$ cat config.mk
export PLATFORM = sky130hd
export DESIGN_NAME = bus_xfer_ctrl_flat
export DESIGN_NICKNAME = d
export VERILOG_FILES = /design/src/rtl/bus_pkg.sv /design/src/rtl/bus_xfer_ctrl_if.sv /design/src/rtl/bus_src_mux.sv /design/src/rtl/bus_xfer_ctrl.sv /design/src/flat_wrapper.sv
export SDC_FILE = /design/constraint.sdc
export NUM_CORES = 1
export LEC_CHECK = 0
export BUFFER_PORTS_ARGS = -buffer_cell sky130_fd_sc_hd__clkbuf_2
export CAP_MARGIN = 10
export CORE_ASPECT_RATIO = 1.4
export CORE_UTILIZATION = 43
export DETAILED_ROUTE_END_ITERATION = 6
export PLACE_DENSITY = 0.81
export SLEW_MARGIN = 20
export SYNTH_ARGS = -nofsm -noshare
export SYNTH_HDL_FRONTEND = slang
export SYNTH_SLANG_ARGS = --single-unit
export TNS_END_PERCENT = 10
$ cat constraint.sdc
create_clock -name clk -period 2 [get_ports clk]
set_input_delay 0.1 -clock clk [delete_from_list [all_inputs] [get_ports clk]]
set_output_delay 0.1 -clock clk [all_outputs]
set_load 0.02 [all_outputs]
$ cat src/rtl/bus_pkg.sv
// Shared definitions for the bus transfer controller.
// Holds default widths, named datapath register IDs and the FSM state encoding.
// Optional feature macro used by the design: BUS_XFER_IMM_EN (immediate-sourced moves).
package bus_pkg;

    localparam int unsigned DATA_W_DEF   = 16;
    localparam int unsigned NUM_REGS_DEF = 8;
    localparam int unsigned ID_W_DEF     = 3;

    // Datapath register IDs on the shared bus
    localparam logic [ID_W_DEF-1:0] REG_AC   = 3'd0;
    localparam logic [ID_W_DEF-1:0] REG_DR   = 3'd1;
    localparam logic [ID_W_DEF-1:0] REG_IR   = 3'd2;
    localparam logic [ID_W_DEF-1:0] REG_TR   = 3'd3;
    localparam logic [ID_W_DEF-1:0] REG_AR   = 3'd4;
    localparam logic [ID_W_DEF-1:0] REG_PC   = 3'd5;
    localparam logic [ID_W_DEF-1:0] REG_OUTR = 3'd6;
    localparam logic [ID_W_DEF-1:0] REG_INPR = 3'd7;

    // Move sequencer states
    typedef enum logic [1:0] {
        ST_IDLE = 2'd0,
        ST_RD   = 2'd1,
        ST_CAP  = 2'd2,
        ST_WR   = 2'd3
    } state_e;

endpackage

$ cat src/rtl/bus_xfer_ctrl_if.sv
// Command and register-bus signal bundle for bus_xfer_ctrl.
// master: the transfer controller (drives cmd_ready, strobes, bus_out, done, err).
// slave : control unit plus register file (drives command fields and reg_rdata).
// cmd_imm_sel/cmd_imm exist only when BUS_XFER_IMM_EN is defined.
interface bus_xfer_ctrl_if #(
    parameter int unsigned DATA_W   = 16,
    parameter int unsigned NUM_REGS = 8,
    parameter int unsigned ID_W     = 3
);
    logic                       cmd_valid;
    logic                       cmd_ready;
    logic [ID_W-1:0]            cmd_src;
    logic [ID_W-1:0]            cmd_dst;
`ifdef BUS_XFER_IMM_EN
    logic                       cmd_imm_sel;
    logic [DATA_W-1:0]          cmd_imm;
`endif
    logic [NUM_REGS-1:0]        rd_en;
    logic [NUM_REGS*DATA_W-1:0] reg_rdata;
    logic [DATA_W-1:0]          bus_out;
    logic [NUM_REGS-1:0]        wr_en;
    logic                       done;
    logic                       err;

    modport master (
        input  cmd_valid, cmd_src, cmd_dst, reg_rdata,
`ifdef BUS_XFER_IMM_EN
        input  cmd_imm_sel, cmd_imm,
`endif
        output cmd_ready, rd_en, bus_out, wr_en, done, err
    );

    modport slave (
        output cmd_valid, cmd_src, cmd_dst, reg_rdata,
`ifdef BUS_XFER_IMM_EN
        output cmd_imm_sel, cmd_imm,
`endif
        input  cmd_ready, rd_en, bus_out, wr_en, done, err
    );
endinterface

$ cat src/rtl/bus_src_mux.sv
// Combinational NUM_REGS:1 select of register read data by register ID.
// sel_i     : register ID
// rdata_i   : flattened register outputs, reg k at [k*DATA_W +: DATA_W]
// data_c_o  : selected register value (zero for an ID with no register)
module bus_src_mux
    import bus_pkg::*;
#(
    parameter int unsigned DATA_W   = DATA_W_DEF,
    parameter int unsigned NUM_REGS = NUM_REGS_DEF,
    parameter int unsigned ID_W     = ID_W_DEF
) (
    input  logic [ID_W-1:0]            sel_i,
    input  logic [NUM_REGS*DATA_W-1:0] rdata_i,
    output logic [DATA_W-1:0]          data_c_o
);

    always_comb begin
        data_c_o = '0;
        for (int unsigned k = 0; k < NUM_REGS; k++) begin
            if (sel_i == ID_W'(k)) data_c_o = rdata_i[k*DATA_W +: DATA_W];
        end
    end

endmodule

$ cat src/rtl/bus_xfer_ctrl.sv
// Bus-side master for the datapath registers: sequences a register-to-register
// move as Read strobe -> capture out_bus -> drive in_bus -> Write strobe.
// Ports:
//   clk, rst : rising-edge clock, asynchronous active-high reset
//   bus_if   : bus_xfer_ctrl_if.master (command handshake, rd_en/wr_en strobes,
//              reg_rdata fan-in, bus_out drive, done/err pulses)
// Macro BUS_XFER_IMM_EN adds immediate-sourced moves that skip the read phase.
module bus_xfer_ctrl
    import bus_pkg::*;
#(
    parameter int unsigned DATA_W   = DATA_W_DEF,
    parameter int unsigned NUM_REGS = NUM_REGS_DEF,
    parameter int unsigned ID_W     = ID_W_DEF
) (
    input  logic             clk,
    input  logic             rst,
    bus_xfer_ctrl_if.master  bus_if
);

    localparam int unsigned  CNT_W       = ID_W + 1;
    localparam logic [ID_W:0] NUM_REGS_ID = CNT_W'(NUM_REGS);

    state_e              state_q, state_d;
    logic [ID_W-1:0]     src_q, src_d, dst_q, dst_d;
    logic                cmd_ready_q, cmd_ready_d;
    logic                done_q, done_d;
    logic                err_q, err_d;
    logic [NUM_REGS-1:0] rd_en_q, rd_en_d;
    logic [NUM_REGS-1:0] wr_en_q, wr_en_d;
    logic [DATA_W-1:0]   bus_out_q, bus_out_d;

    logic [DATA_W-1:0]   src_rdata_c;
    logic                accept_c;
    logic                src_bad_c;
    logic                dst_bad_c;
    logic                cmd_ok_c;
    logic                imm_c;

    function automatic logic [NUM_REGS-1:0] id_onehot(input logic [ID_W-1:0] id);
        logic [NUM_REGS-1:0] v;
        v = '0;
        for (int unsigned k = 0; k < NUM_REGS; k++) begin
            if (id == ID_W'(k)) v[k] = 1'b1;
        end
        return v;
    endfunction

    // Latched source ID drives the read-data select so input changes mid-move are harmless
    bus_src_mux #(
        .DATA_W   (DATA_W),
        .NUM_REGS (NUM_REGS),
        .ID_W     (ID_W)
    ) u_src_mux (
        .sel_i    (src_q),
        .rdata_i  (bus_if.reg_rdata),
        .data_c_o (src_rdata_c)
    );

    // Command acceptance and ID validation
    always_comb begin
        accept_c  = (state_q == ST_IDLE) && cmd_ready_q && bus_if.cmd_valid;
        src_bad_c = {1'b0, bus_if.cmd_src} >= NUM_REGS_ID;
        dst_bad_c = {1'b0, bus_if.cmd_dst} >= NUM_REGS_ID;
`ifdef BUS_XFER_IMM_EN
        imm_c     = bus_if.cmd_imm_sel;
`else
        imm_c     = 1'b0;
`endif
        // Immediate moves never read a register, so only dst is checked for them
        cmd_ok_c  = imm_c ? !dst_bad_c : !(src_bad_c || dst_bad_c);
    end

    // State and output registers
    always_ff @(posedge clk or posedge rst) begin
        if (rst) begin
            state_q     <= ST_IDLE;
            src_q       <= '0;
            dst_q       <= '0;
            cmd_ready_q <= 1'b0;
            done_q      <= 1'b0;
            err_q       <= 1'b0;
            rd_en_q     <= '0;
            wr_en_q     <= '0;
            bus_out_q   <= '0;
        end else begin
            state_q     <= state_d;
            src_q       <= src_d;
            dst_q       <= dst_d;
            cmd_ready_q <= cmd_ready_d;
            done_q      <= done_d;
            err_q       <= err_d;
            rd_en_q     <= rd_en_d;
            wr_en_q     <= wr_en_d;
            bus_out_q   <= bus_out_d;
        end
    end

    // Next-state logic
    always_comb begin
        state_d = state_q;
        src_d   = src_q;
        dst_d   = dst_q;
        case (state_q)
            ST_IDLE: begin
                if (accept_c) begin
                    src_d = bus_if.cmd_src;
                    dst_d = bus_if.cmd_dst;
                    if (cmd_ok_c) state_d = imm_c ? ST_WR : ST_RD;
                end
            end
            ST_RD:   state_d = ST_CAP;
            ST_CAP:  state_d = ST_WR;
            ST_WR:   state_d = ST_IDLE;
            default: state_d = ST_IDLE;
        endcase
    end

    // Output next values; strobes are one-cycle pulses derived from the state entered
    always_comb begin
        rd_en_d     = '0;
        wr_en_d     = '0;
        done_d      = 1'b0;
        err_d       = 1'b0;
        bus_out_d   = bus_out_q;
        cmd_ready_d = (state_d == ST_IDLE);
        case (state_q)
            ST_IDLE: begin
                if (accept_c) begin
                    if (!cmd_ok_c) begin
                        err_d = 1'b1;
                    end else if (imm_c) begin
`ifdef BUS_XFER_IMM_EN
                        bus_out_d = bus_if.cmd_imm;
`endif
                        wr_en_d   = id_onehot(bus_if.cmd_dst);
                    end else begin
                        rd_en_d   = id_onehot(bus_if.cmd_src);
                    end
                end
            end
            ST_CAP: begin
                bus_out_d = src_rdata_c;
                wr_en_d   = id_onehot(dst_q);
            end
            ST_WR:   done_d = 1'b1;
            default: ;
        endcase
    end

    assign bus_if.cmd_ready = cmd_ready_q;
    assign bus_if.rd_en     = rd_en_q;
    assign bus_if.wr_en     = wr_en_q;
    assign bus_if.bus_out   = bus_out_q;
    assign bus_if.done      = done_q;
    assign bus_if.err       = err_q;

endmodule
$ cat src/flat_wrapper.sv
// flat-port wrapper written by rule: the top's interface ports become plain ports
module bus_xfer_ctrl_flat import bus_pkg::*;
#(
    parameter int unsigned DATA_W   = DATA_W_DEF,
    parameter int unsigned NUM_REGS = NUM_REGS_DEF,
    parameter int unsigned ID_W     = ID_W_DEF
)
  (clk, rst, bus_if_cmd_valid, bus_if_cmd_src, bus_if_cmd_dst, bus_if_reg_rdata, bus_if_cmd_ready, bus_if_rd_en, bus_if_bus_out, bus_if_wr_en, bus_if_done, bus_if_err);
  bus_xfer_ctrl_if #(.DATA_W(DATA_W), .NUM_REGS(NUM_REGS), .ID_W(ID_W)) bus_if_i ();
  input  logic clk;
  input  logic rst;
  input wire logic [$bits(bus_if_i.cmd_valid)-1:0] bus_if_cmd_valid;
  input wire logic [$bits(bus_if_i.cmd_src)-1:0] bus_if_cmd_src;
  input wire logic [$bits(bus_if_i.cmd_dst)-1:0] bus_if_cmd_dst;
  input wire logic [$bits(bus_if_i.reg_rdata)-1:0] bus_if_reg_rdata;
  output wire logic [$bits(bus_if_i.cmd_ready)-1:0] bus_if_cmd_ready;
  output wire logic [$bits(bus_if_i.rd_en)-1:0] bus_if_rd_en;
  output wire logic [$bits(bus_if_i.bus_out)-1:0] bus_if_bus_out;
  output wire logic [$bits(bus_if_i.wr_en)-1:0] bus_if_wr_en;
  output wire logic [$bits(bus_if_i.done)-1:0] bus_if_done;
  output wire logic [$bits(bus_if_i.err)-1:0] bus_if_err;
  assign bus_if_i.cmd_valid = bus_if_cmd_valid;
  assign bus_if_i.cmd_src = bus_if_cmd_src;
  assign bus_if_i.cmd_dst = bus_if_cmd_dst;
  assign bus_if_i.reg_rdata = bus_if_reg_rdata;
  assign bus_if_cmd_ready = bus_if_i.cmd_ready;
  assign bus_if_rd_en = bus_if_i.rd_en;
  assign bus_if_bus_out = bus_if_i.bus_out;
  assign bus_if_wr_en = bus_if_i.wr_en;
  assign bus_if_done = bus_if_i.done;
  assign bus_if_err = bus_if_i.err;
  bus_xfer_ctrl #(.DATA_W(DATA_W), .NUM_REGS(NUM_REGS), .ID_W(ID_W)) u_core (.clk(clk), .rst(rst), .bus_if(bus_if_i));
endmodule
==> results of run 1 <==
## registers in the layout (all words and copies together) (netlist names)
| name | flops |
|---|---|
| u_core.bus_if.bus_out | 16 |
| u_core.bus_if.cmd_ready | 1 |
| u_core.bus_if.done | 1 |
| u_core.bus_if.rd_en | 8 |
| u_core.bus_if.wr_en | 8 |
| u_core.dst_q | 3 |
| u_core.src_q | 3 |
| u_core.state_q | 2 |
## power groups by stage
stage          registers [mW]  clock network (mW)  logic (mW)
2_1_floorplan            1.58                   0        2.15
3_3_place_gp             1.42                   0        3.00
3_5_place_dp             1.43                   0        3.07
4_1_cts                  1.41               0.561        3.08
5_1_grt                  1.46               0.604        3.36
6_report                 1.41               0.545        3.06
## placed cells by master, fill, tap and decap left out, types with 2 or more instances in the layout
master	instances
clkbuf_2	170
a21oi_1	41
dfrtp_1	41
o22ai_1	29
mux2i_1	27
nor2_1	23
inv_1	20
nand2_1	19
a31o_1	11
mux2_4	9
buf_4	9
o21ai_0	7
mux2_2	7
nor3_1	5
clkbuf_8	5
nand3_1	4
nand2b_1	4
ha_1	4
dlygate4sd3_1	4
nor3b_1	3
a31o_2	3
a31oi_1	2
o211ai_1	2
## kinds of logic after synthesis
family,synth area share (%)
multiplexers,18.6
other,0.136
AO/OA/AOI/OAI,21.9
buffers and inverters,8.55
adder cells (fa/ha/maj),1.82
flip-flops,38.2
AND/OR/NAND/NOR,10.8
## worst min-delay path by stage
stage | startpoint | endpoint | slack (ns) | cells past startpoint
5_1_grt | bus_if_cmd_src[2] | u_core.bus_if.rd_en[3] | 0.03 | 2
2_1_floorplan | bus_if_cmd_src[2] | u_core.bus_if.rd_en[2] | 0.17 | 1
6_report | bus_if_cmd_src[2] | u_core.bus_if.rd_en[3] | 0.03 | 2
3_3_place_gp | rst | u_core.dst_q[2] | 0.17 | 2
4_1_cts | bus_if_cmd_src[2] | u_core.bus_if.rd_en[3] | 0.01 | 2
3_5_place_dp | rst | u_core.bus_if.rd_en[0] | 0.19 | 2
## stage by stage
step	power (mW)	hold WS [ns]
2_1_floorplan	3.73	0.170
3_3_place_gp	4.42	0.172
3_5_place_dp	4.50	0.185
4_1_cts	5.05	0.0130
5_1_grt	5.43	0.0251
6_report	5.02	0.0277
## routing by layer
layer,vias up,track usage [%],share of wire (%)
li1,1418,-,-
met1,1323,28.8,40
met2,138,44.1,51
met3,19,5.00,6.5
met4,0,10.5,2.8
met5,-,0,0
## area by class of cell
class                           instances  area [um^2]  share of cell area, %
Inverter                               22         82.6                   2.20
Multi-Input combinational cell        212         1470                   39.0
Clock inverter                          3         21.3                  0.566
Sequential cell                        42         1050                   28.0
Clock buffer                            5         68.8                   1.83
Timing Repair Buffer                  184          978                   26.0
Tap cell                               72         90.1                   2.40
## worst register-to-register path: cells and delay by family (launching register included)
kind,cells,cell delay [ns]
AOI/OAI and AO/OA,3,0.61
DFF,1,0.57
buffers and inverters,1,0.54
==> reports/results.ini, run 1 <==
[synthesis]
synth_top_area_share_pct=38.2
synth.top_cells.by_area=dfrtp_1, mux2i_1, a21oi_1
post_synth_most_frequent_cells=dfrtp_1, a21oi_1, o22ai_1, mux2i_1, nor2_1
netlist-cell-type-count=38
synth_enable_flop_cells=0
synthesis.yosys.warnings=0
synth_seq_area_share_pct=38.2
library_cell_with_the_highest_instance_count_after_synthesis=dfrtp_1
post_syn_area_mm2=0.00275
synth.largest_area_cell=dfrtp_1
async_reset_ff_share_pct=100
syn_inst=298
post_synthesis_net_count=439
synth_flop_cell=dfrtp_1
syn-mean-instance-area_um2=9.23
ys_seq_elements=42

[sta]
relSlewSlack_pct=56.9
finalMaxSlewViolations=0
rsz0062_at_grt=false
worst_clock_skew_ns=0.00332
setup-tns-final_ns=0
fmax_mhz=553
post-route-min-period_ns=1.81
transition_time_at_the_pin_with_the_least_slew_margin_ns=0.644
fin_crit_sh_pct=90.4
setup_viol_count_final=0
layout_setup_ws_ns=0.191
hold_viol=0

[grt]
grtUsageTotal_pct=24.9
first_pass_grt_wire_length_mm=13.2
grt_start_max_net_pins=31
grt_antenna_before_repair=0
via_count_of_the_first_global_routing_pass=2818
grt.overflow.total=0

[clock_tree]
post_cts_resized=0
hold_buffers=4
clock_latency_ns=0.29
max-clock-path-buffers=2
path_clk_slew_ns=0.08
clock-sinks=42
postcts_setup_bufs=0
cts_made_buffers=5
htree_depth=2
tritoncts=built
clock-root-buffer=clkbuf_8

[layout]
antenna_cells_inserted=0
drive_gt1_share_pct=44.7
syn_to_final_growth_pct=36.6
filler_cell_count_in_the_final_layout=552
final_design_area_no_fill_mm2=0.00376
finalNonFillerCells=540
core_utilization_of_the_finished_layout_pct=60.5
design.final.nets=608

[die]
initial_core_utilization_pct=44.3
core.rowCount=34
num_io_pins=172
core_area_mm2=0.00621
die_height_um=96.6
die-area_mm2=0.00673
die_width_um=69.6

[job]
timing.max_cap.violations=0

[detailed_routing]
dr_iter_0_viols=153
number_of_antenna_violating_nets_in_the_routed_design=0
remaining_drc_errors=0
drt-wirelength-per-cell_um=15.1
via_per_inst=5.37
firstDrtPassIters=4
postRouteWirelength_mm=8.17
via_count=2898

[setup_path]
end_kind=register
path_cells=clkinv_1 > a21oi_1 > o211ai_1 > a31o_1
timing.rr.start=u_core.src_q[2]
timing.critical_path.from=u_core.src_q[2]
reg2reg_slack_ns=0.19
r2r_cells=4
endpoint=u_core.bus_if.bus_out[13]
timing.critical_path.buf_inv=1
critical-path-slowest-cell=dfrtp_1
critPathTopFamily=compound AO/OA/AOI/OAI gates
path_max_fanout=17
critical-path-max-stage-delay_ns=0.57
worstSetupPathDepth=4
worst_ep_required_time_ns=2.19
criticalPathCategory=register to register
timing.rr.end=u_core.bus_if.bus_out[13]
critical_path_arrival_ns=2.00
start_kind=register

[pwr]
pwr_density_cell_mw_per_mm2=1340
netSwitchingFraction_pct=45.2
peakVddDrop_mv=0.752
relative_contribution_of_the_clock_network_to_total_power_pct=10.8
combinationalPowerShare_pct=61.0
power.net_switching_mw=2.27
power.static_leakage_nw=2.02
share_of_total_power_in_sequential_cells_pct=28.2
p_int_mw=2.75

[placement]
dp.final_hpwl_mm=6.51
post_dp_cell_area_mm2=0.00363
portbufs=170
dp_cells=528
gp_congestion=0.895
dp_slack_ns=0.241

[outcome]
outcome=complete, no violations

[hold_path]
worstHoldPathType=input pin to register

No activity file was read; power rests on OpenSTA's default activity.
==> inputs of run 2 (changes only) <==
Settings changed: CORE_UTILIZATION 43 to 45, PLACE_DENSITY 0.81 to 0.82, SYNTH_HIERARCHICAL set to 1.
==> run 2 against run 1 <==
Non-clock buffer count shrank 2; clock skew rose by 0.0032 ns; register-to-register slack improved by 0.02 ns; routed wire length increased by 8.3%; highest routed layer unchanged; first-iteration DRC count is 20% higher; fmax up 1.1%; sequential share of layout area decreased by 1.7 points; worst setup slack improved by 0.020 ns; critical endpoint is now u_core/bus_if.bus_out[3]; count of clock-buffer cells in the layout rose by 1; the flow now finishes with violations (DRC); clock power up 49%; total power grew 19%; design area up 6.7%.
==> reports/results.ini, run 2 <==
[outcome]
outcome=complete, but fails checks
failed_checks=DRC

[die]
die_height_um=98.4  ; +1.9%
initial_core_utilization_pct=47.5  ; +3.2 points
core_area_mm2=0.00630  ; +1.4%
die_width_um=70.9  ; +1.8%
num_io_pins=172  ; unchanged
core.rowCount=34  ; unchanged
die-area_mm2=0.00698  ; +3.7%

[setup_path]
path_max_fanout=11  ; -6
timing.critical_path.buf_inv=1  ; unchanged
start_kind=register
critical-path-max-stage-delay_ns=0.47  ; -0.10 ns
critical-path-slowest-cell=dfrtp_2
end_kind=register
criticalPathCategory=register to register
worst_ep_required_time_ns=2.18  ; about the same
critPathTopFamily=multiplexers
critical_path_arrival_ns=1.97  ; -0.03 ns
path_cells=buf_4 > mux2i_1 > or2_0 > a21oi_1 > o31a_1 > mux2_4

[synthesis]
synth_flop_cell=dfrtp_1
post_synthesis_adder_cell_area_fraction_pct=1.67  ; -0.14 points
synth_top_area_share_pct=35.2  ; -3.0 points
yosys.area_share.xor_xnor_pct=0  ; unchanged
syn_inst=294  ; -1.3%
dominant_combinational_cell_family_by_area_after_synthesis=compound AO/OA/AOI/OAI gates
synthSimpleGateAreaFrac_pct=14.1  ; +3.3 points
async_reset_ff_share_pct=100  ; unchanged
post_syn_area_mm2=0.00299  ; +8.6%
synthesis.yosys.warnings=6  ; +6
synth.top_cells.by_area=dfrtp_1, mux2i_1, mux2_4
ys_seq_elements=42  ; unchanged
synthMuxAreaShare_pct=20.4  ; +1.8 points
synth_seq_area_share_pct=35.2  ; -3.0 points
library_cell_with_the_highest_instance_count_after_synthesis=dfrtp_1
syn-mean-instance-area_um2=10.2  ; +10%
post_synth_most_frequent_cells=dfrtp_1, nand2_1, mux2i_1, a21oi_1
synth-compound-area-share_pct=21.6  ; -0.28 points
post_synthesis_net_count=435  ; -0.91%
synth_enable_flop_cells=0  ; unchanged
synth.largest_area_cell=dfrtp_1
netlist-cell-type-count=39  ; +2.6%

[clock_tree]
htree_depth=2  ; unchanged
post_cts_resized=0  ; unchanged
clock-sinks=42  ; unchanged
path_clk_slew_ns=0.08  ; about the same
cts_made_buffers=5  ; unchanged
tritoncts=built
clock_latency_ns=0.29  ; about the same
postcts_setup_bufs=0  ; unchanged
max-clock-path-buffers=2  ; unchanged
clock-root-buffer=clkbuf_8

[sta]
rsz0062_at_grt=false
worst_clock_skew_ns=0.00654  ; +0.00322 ns
post-route-min-period_ns=1.79  ; -0.0196 ns
fin_crit_sh_pct=89.5  ; -0.98 points
fmax_mhz=559  ; +1.1%
transition_time_at_the_pin_with_the_least_slew_margin_ns=0.737  ; +0.0928 ns
final.hold.worst_slack_ns=0.0351  ; +0.00748 ns
setup-tns-final_ns=0  ; unchanged
finalMaxSlewViolations=0  ; unchanged
setup_viol_count_final=0  ; unchanged
relSlewSlack_pct=50.6  ; -6.4 points
hold_viol=0  ; unchanged

[grt]
grt_antenna_before_repair=0  ; unchanged
via_count_of_the_first_global_routing_pass=2981  ; +5.8%
first_pass_grt_wire_length_mm=14.0  ; +6.4%
grt.overflow.total=0  ; unchanged
grt_start_max_net_pins=51  ; +65%
grtUsageTotal_pct=25.8  ; +0.87 points

[placement]
dp_cells=522  ; -1.1%
dp.final_hpwl_mm=6.95  ; +6.8%
gp_congestion=0.885  ; -1.0%
post_dp_cell_area_mm2=0.00386  ; +6.3%
portbufs=170  ; unchanged

[layout]
most-common-layout-cells=clkbuf_2, dfrtp_1, nand2_1
finalNonFillerCells=531  ; -1.7%
antenna_cells_inserted=0  ; unchanged
design.final.nets=599  ; -1.5%
layout.cells.most_common=clkbuf_2
filler_cell_count_in_the_final_layout=536  ; -2.9%
drive_gt1_share_pct=49.2  ; +4.6 points
syn_to_final_growth_pct=34.2
final_design_area_no_fill_mm2=0.00401  ; +6.7%
largest_register_ffs=16  ; unchanged

[job]
timing.max_cap.violations=0  ; unchanged

[detailed_routing]
postRouteWirelength_mm=8.85  ; +8.3%
drt-wirelength-per-cell_um=16.7  ; +10%
remaining_drc_errors=34  ; +34
dr_iter_0_viols=184  ; +20%
via_count=2919  ; +0.72%
number_of_antenna_violating_nets_in_the_routed_design=0  ; unchanged
firstDrtPassIters=6  ; +2
via_per_inst=5.50  ; +2.4%

[pwr]
power.static_leakage_nw=2.05  ; +1.2%
peakVddDrop_mv=0.789  ; +4.8%
overall_power_of_the_completed_layout_mw=5.97  ; +19%
pwr_density_cell_mw_per_mm2=1490  ; +11%

[hold_path]
worstHoldPathType=input pin to register

==> run 2: metrics by stage <==
stage / setup WS, ns / utilization (%)
floorplan: 0.343 / -
global placement: 0.286 / 61.3
detailed placement: 0.222 / 61.3
CTS: 0.211 / 63.7
global route: 0.0997 / 63.7
finish: 0.211 / 63.7
==> run 2: cell families (layout without fill, tap and decap cells) <==
family,count (synthesis),after routing
simple gates,83,83
flops,42,42
compound gates,83,83
other cells,1,1
fa+ha+maj,4,4
mux,53,53
buf+inv,28,193
==> run 2: per-layer routing <==
layer	GRT usage, %	part of all wire [%]
met3	5.32	7.6
met1	29.7	39
met4	7.69	2.1
met2	47.4	51
met5	0	0
==> run 2: what timing repair did <==
item,in CTS,in global routing
hold buffers,1,0
setup endpoints to repair,0,0
hold endpoints to repair,20,0
==> run 2: final cells by class <==
type                            count  area (um^2)  area share (%)
Clock inverter                      2         60.1            1.50
Timing Repair Buffer              182          981            24.5
Sequential cell                    42         1050            26.3
Tap cell                           72         90.1            2.25
Clock buffer                        6         82.6            2.06
Multi-Input combinational cell    224         1730            43.2
Inverter                            3         11.3           0.281
==> run 2: final timing paths <==
path                                           start                        end  slack [ns]  cells past startpoint
setup / recovery                     u_core/src_q[1]   u_core/bus_if.bus_out[3]        0.21                      6
hold / removal                     bus_if_cmd_src[2]     u_core/bus_if.rd_en[3]        0.04                      2
setup reg to reg                     u_core/src_q[1]   u_core/bus_if.bus_out[3]        0.21                      6
hold reg to reg            u_core/bus_if.bus_out[12]  u_core/bus_if.bus_out[12]        0.49                      1
max in group asynchronous                        rst            u_core/src_q[1]        0.91                      4
min in group asynchronous                        rst            u_core/dst_q[2]        0.38                      3
==> run 2: power breakdown <==
| group | leakage (nW) | switching, mW | internal, mW | total, mW |
|---|---|---|---|---|
| combinational | 1.45 | 1.95 | 1.78 | 3.74 |
| clock | 0.0714 | 0.278 | 0.532 | 0.810 |
| sequential | 0.526 | 0.250 | 1.17 | 1.42 |
